**src/rtl/spram8_arb.sv**
```systemverilog
// spram8_arb: two-port arbiter/sequencer in front of the 8-bit single-port RAM.
// Port A (core) has priority; port B (loader/DMA) is forced through after
// MAX_WAIT consecutive denied cycles. Reads return 3 cycles after grant.
// Optional post-reset RAM fill is enabled with the macro SPRAM_ARB_FILL_EN.
module spram8_arb #(
  parameter int             ASZ      = 17,
  parameter int             DSZ      = 8,
  parameter int             DEPTH    = 1 << ASZ,
  parameter int             MAX_WAIT = 4,
  parameter logic [DSZ-1:0] FILL     = '0
) (
  input  logic           clk,
  input  logic           rst_n,
  input  logic           a_req,
  input  logic           a_we,
  input  logic [ASZ-1:0] a_ai,
  input  logic [DSZ-1:0] a_vi,
  output logic           a_gnt,
  output logic           a_rv,
  output logic [DSZ-1:0] a_vo,
  input  logic           b_req,
  input  logic           b_we,
  input  logic [ASZ-1:0] b_ai,
  input  logic [DSZ-1:0] b_vi,
  output logic           b_gnt,
  output logic           b_rv,
  output logic [DSZ-1:0] b_vo,
  output logic [ASZ-1:0] mem_ai,
  output logic           mem_we,
  output logic [DSZ-1:0] mem_vi,
  input  logic [DSZ-1:0] mem_vo,
  output logic           ready
);

  localparam int WW = $clog2(MAX_WAIT + 1);

  // Elaboration-time sanity check on the configuration.
  if (DEPTH < 1 || DEPTH > (1 << ASZ) || MAX_WAIT < 1 || $bits(FILL) != DSZ) begin : g_param_err
    $error("spram8_arb: illegal DEPTH/MAX_WAIT/FILL configuration");
  end

`ifdef SPRAM_ARB_FILL_EN
  typedef enum logic [0:0] {ST_FILL = 1'b0, ST_RUN = 1'b1} state_t;
  logic [ASZ:0] r_fill_cnt;
  logic         w_fill_done;
`else
  typedef enum logic [0:0] {ST_INIT = 1'b0, ST_RUN = 1'b1} state_t;
`endif

  state_t          r_state;
  state_t          w_state_next;
  logic [WW-1:0]   r_b_wait;
  logic            w_b_force;
  logic            w_a_gnt;
  logic            w_b_gnt;
  logic            r_tag1_v;
  logic            r_tag1_p;
  logic            r_tag2_v;
  logic            r_tag2_p;

  assign ready     = (r_state == ST_RUN);
  assign w_b_force = (r_b_wait == WW'(MAX_WAIT));
  // B wins when alone, or when it has waited long enough; A takes everything else.
  assign w_b_gnt   = rst_n & ready & b_req & (~a_req | w_b_force);
  assign w_a_gnt   = rst_n & ready & a_req & ~w_b_gnt;
  assign a_gnt     = w_a_gnt;
  assign b_gnt     = w_b_gnt;

`ifdef SPRAM_ARB_FILL_EN
  assign w_fill_done = (r_fill_cnt == (ASZ+1)'(DEPTH));

  // Fill address counter; restarts at 0 on every reset.
  always_ff @(posedge clk or negedge rst_n) begin
    if (!rst_n) begin
      r_fill_cnt <= '0;
    end else if (r_state == ST_FILL && !w_fill_done) begin
      r_fill_cnt <= r_fill_cnt + 1'b1;
    end
  end
`endif

  // Next-state logic: leave the post-reset state once it has done its job.
  always_comb begin
    w_state_next = r_state;
    case (r_state)
`ifdef SPRAM_ARB_FILL_EN
      ST_FILL: if (w_fill_done) w_state_next = ST_RUN;
`else
      ST_INIT: w_state_next = ST_RUN;
`endif
      default: w_state_next = ST_RUN;
    endcase
  end

  // State register.
  always_ff @(posedge clk or negedge rst_n) begin
    if (!rst_n) begin
`ifdef SPRAM_ARB_FILL_EN
      r_state <= ST_FILL;
`else
      r_state <= ST_INIT;
`endif
    end else begin
      r_state <= w_state_next;
    end
  end

  // B starvation counter: counts consecutive denied request cycles, saturating.
  always_ff @(posedge clk or negedge rst_n) begin
    if (!rst_n) begin
      r_b_wait <= '0;
    end else if (!b_req || w_b_gnt) begin
      r_b_wait <= '0;
    end else if (!w_b_force) begin
      r_b_wait <= r_b_wait + WW'(1);
    end
  end

  // Issue stage: register the winning access (or fill write) toward the RAM.
  always_ff @(posedge clk or negedge rst_n) begin
    if (!rst_n) begin
      mem_ai <= '0;
      mem_we <= 1'b0;
      mem_vi <= '0;
    end else begin
      mem_we <= 1'b0;
`ifdef SPRAM_ARB_FILL_EN
      if (r_state == ST_FILL && !w_fill_done) begin
        mem_ai <= r_fill_cnt[ASZ-1:0];
        mem_vi <= FILL;
        mem_we <= 1'b1;
      end else
`endif
      if (w_a_gnt) begin
        mem_ai <= a_ai;
        mem_vi <= a_vi;
        mem_we <= a_we;
      end else if (w_b_gnt) begin
        mem_ai <= b_ai;
        mem_vi <= b_vi;
        mem_we <= b_we;
      end
    end
  end

  // Read tag pipeline {valid, port}: aligns with RAM data two edges after issue.
  always_ff @(posedge clk or negedge rst_n) begin
    if (!rst_n) begin
      r_tag1_v <= 1'b0;
      r_tag1_p <= 1'b0;
      r_tag2_v <= 1'b0;
      r_tag2_p <= 1'b0;
    end else begin
      r_tag1_v <= (w_a_gnt & ~a_we) | (w_b_gnt & ~b_we);
      r_tag1_p <= w_b_gnt;
      r_tag2_v <= r_tag1_v;
      r_tag2_p <= r_tag1_p;
    end
  end

  // Read return: capture RAM data into the originating port and pulse its rv.
  always_ff @(posedge clk or negedge rst_n) begin
    if (!rst_n) begin
      a_vo <= '0;
      b_vo <= '0;
      a_rv <= 1'b0;
      b_rv <= 1'b0;
    end else begin
      a_rv <= r_tag2_v & ~r_tag2_p;
      b_rv <= r_tag2_v & r_tag2_p;
      if (r_tag2_v && !r_tag2_p) a_vo <= mem_vo;
      if (r_tag2_v && r_tag2_p)  b_vo <= mem_vo;
    end
  end

endmodule

```
**config.mk**
```make
export PLATFORM = sky130hd
export DESIGN_NAME = spram8_arb
export DESIGN_NICKNAME = d
export VERILOG_FILES = /design/src/rtl/spram8_arb.sv
export SDC_FILE = /design/constraint.sdc
export NUM_CORES = 1
export LEC_CHECK = 0
export CAP_MARGIN = 25
export CORE_MARGIN = 4
export CORE_UTILIZATION = 40
export DETAILED_ROUTE_END_ITERATION = 7
export PLACE_DENSITY = 0.92
export SETUP_SLACK_MARGIN = 0.4
export SLEW_MARGIN = 25
export SYNTH_ARGS = -nofsm -noshare
export SYNTH_HDL_FRONTEND = slang
export SYNTH_SLANG_ARGS = --single-unit
```
**constraint.sdc**
```tcl
create_clock -name clk -period 2 [get_ports clk]
set_input_delay 0.6 -clock clk [delete_from_list [all_inputs] [get_ports clk]]
set_output_delay 0.6 -clock clk [all_outputs]
set_load 0.01 [all_outputs]
```
==> results.yml <==
outcome:
  status: "finished, final reports clean"
floorplan:
  rows: 26
  die_area_um2: 6680
  fp.coreArea_um2: 5200
  pin_count: 111
  fp.dieW_um: 81.8
  die_h_um: 81.8
  start_util: 0.418
layout:
  fin_nets: 347
  seqCellArea_um2: 1300
  mostFrequentLayoutCell: "clkdlybuf4s50_1"
  drive_gt1_frac: 0.206
  diodes: 0
  multi_input_area_um2: 827
  nFillCells: 409
  syn_to_final_growth_pct: 63.1
  layout_common_cells: "clkdlybuf4s50_1, dfrtp_1, and2_0, a221o_1"
  fin_util: 0.682
clock_tree:
  path_clk_slew_ps: 90
  htree_levels: 2
  worstSkewPairLatency_ps: 290
  tritoncts: "built"
  postCtsHoldBufs: 0
  clk_path_buf_depth: 2
  cts.sinks: 52
  cts-root-buf: "clkbuf_8"
  cts_buffers: 5
hold_path:
  hold_path.class: "in -> async"
setup_path:
  reg2reg_setup_slack_ps: 470
  reg2reg_depth: 6
  end_kind: "primary output"
  r2r_end: "mem_ai[9]"
  cp-start-kind: "input pin"
  critical_path_required_ps: 1400
  crit_start: "a_req"
  crit_fanout: 3
  path_class: "in -> out"
  worst_setup_path_endpoint: "b_gnt"
  regToRegStartpoint: "r_b_wait[1]"
  arrival_ps: 1330
timing:
  tns_ps: 0
  slew_viol_final: 0
  final-hold-violation-count: 0
  clock.fmax_mhz: 518
  rsz0062_at_grt: "yes"
  min_period_ps: 1930
  whs_ps: 316
  finalClockSkew_ps: 2.73
  setup_viol: 0
  finalCritPeriodShare: 0.966
power:
  power_mw: 2.72
  peakVddDrop_uv: 541
  seq_power_share: 0.478
  clkPwrFrac: 0.223
  internal_power_mw: 1.99
  swShare: 0.271
  p_sw_mw: 0.739
  power_leakage_nw: 1.59
  p_comb_frac: 0.299
  powerDensity_nw_per_um2: 768
drt:
  drt_iter0_markers: 47
  wire_per_inst_um: 17.7
  drc: 0
  wl_mm: 6.23
  viasPerCell: 5.00
  postRouteAntennaNets: 0
  first_pass_iters: 4
  vias: 1761
synthesis:
  synth-simple-area-share: 0.106
  syn_inst: 152
  syn-num-nets: 218
  synthAdderAreaFrac: 0.0115
  synth_xor_area_frac: 0.00403
  synth_compound_area_frac: 0.147
  synth-seq-cells: 52
  muxShareOfSynthArea: 0.0874
  synth_top_family_by_area: "compound AO/OA/AOI/OAI gates"
  seq_area_frac_synth: 0.598
  yosys.cell_types.count: 23
  syn_area_um2: 2180
  postSynthAreaPerCell_um2: 14.3
  yosysWarnings: 0
place:
  place.gp.congestion: 0.677
  io_buffers: 110
  hpwl_mm: 4.48
global_routing:
  track_usage: 0.183
  grt_pass1_wl_mm: 9.18
  grt_antenna_before_repair: 0
  grt_max_degree: 32
  grt_overflow_total: 0
  first_global_vias: 1947
job:
  cap_viol_max_count: 0
## registers in the layout, indices dropped and copies added (netlist names), 3 cells and up
signal	flops
a_vo	8
b_vo	8
mem_ai	17
mem_vi	8
r_b_wait	3
## worst min path at each step
stage | from | endpoint | slack (ps) | cells after the start
6_report | rst_n | mem_vi[3] | 320 | 2
3_3_place_gp | r_tag1_p | r_tag2_p | 330 | 0
2_1_floorplan | rst_n | a_rv | 300 | 0
4_1_cts | rst_n | b_rv | 310 | 2
3_5_place_dp | r_tag1_p | r_tag2_p | 340 | 0
5_1_grt | rst_n | mem_vi[6] | 320 | 2
## area by class of cell
cell class                      instances  share of cell area
Multi-Input combinational cell         88               0.233
Tap cell                               70              0.0247
Inverter                                5             0.00529
Clock buffer                            7              0.0243
Clock inverter                          1             0.00212
Timing Repair Buffer                  129               0.344
Sequential cell                        52               0.367
## synth_stat cells
cell,count,area [µm²]
a21oi_2,1,8.76
a221o_1,25,250
a22o_1,2,17.5
a31oi_4,1,21.3
and2_0,25,156
buf_2,2,10.0
buf_4,2,15.0
buf_6,2,22.5
buf_8,2,30.0
conb_1,1,3.75
dfrtp_1,52,1300
ha_1,2,25.0
inv_1,5,18.8
mux2_2,16,180
mux2i_1,1,10.0
nand2_1,3,11.3
nand3_1,2,10.0
nor2_1,2,7.51
nor2b_1,1,6.26
nor3b_2,2,25.0
nor4b_2,1,15.0
o211ai_4,1,21.3
xnor2_1,1,8.76
## worst max-delay path: stages
cell	delay, ps
clkdlybuf4s15_1	220
buf_4	190
a21oi_2	160
buf_2	160
## stage by stage
step                cells  setup WS (ps)  cell area [µm²]
global route          352           23.1             3550
global placement      336           -571             3390
CTS                   350           83.3             3500
floorplan             152            271             2200
finish                352           68.2             3550
detailed placement    336           -597             3390
## cell families (layout without fill, tap and decap cells)
| logic type | Yosys count | count (layout) |
|---|---|---|
| AO/OA/AOI/OAI | 30 | 31 |
| XOR/XNOR | 1 | 1 |
| adder cells (fa/ha/maj) | 2 | 2 |
| buffers and inverters | 13 | 142 |
| flip-flops | 52 | 52 |
| multiplexers | 17 | 17 |
| other | 1 | 1 |
| AND/OR/NAND/NOR | 36 | 36 |
## timing repair
action / CTS / global route
gates cloned: 1 / 0
endpoints found under the hold margin: 0 / 0
endpoints found under the setup margin: 77 / 36
gates resized for setup: 68 / 23
pin swaps: 4 / 1
buffers inserted: 5 / 2
## metal layers
layer,global-route usage,vias up,wire length [µm],part of all wire
met5,0,-,0,0
met4,0.0548,0,89,0.014
met3,0.0592,8,478,0.077
met2,0.341,69,3270,0.53
met1,0.195,866,2390,0.38
li1,-,818,-,-
## power groups by stage
stage	combinational, mW	sequential [mW]	clock, mW
final	0.816	1.30	0.607
after global routing	0.879	1.32	0.670
after CTS	0.802	1.30	0.635
after detailed placement	0.884	1.32	0
after global placement	0.858	1.31	0
after floorplan	0.248	1.40	0
No activity file was read; power rests on OpenSTA's default activity.
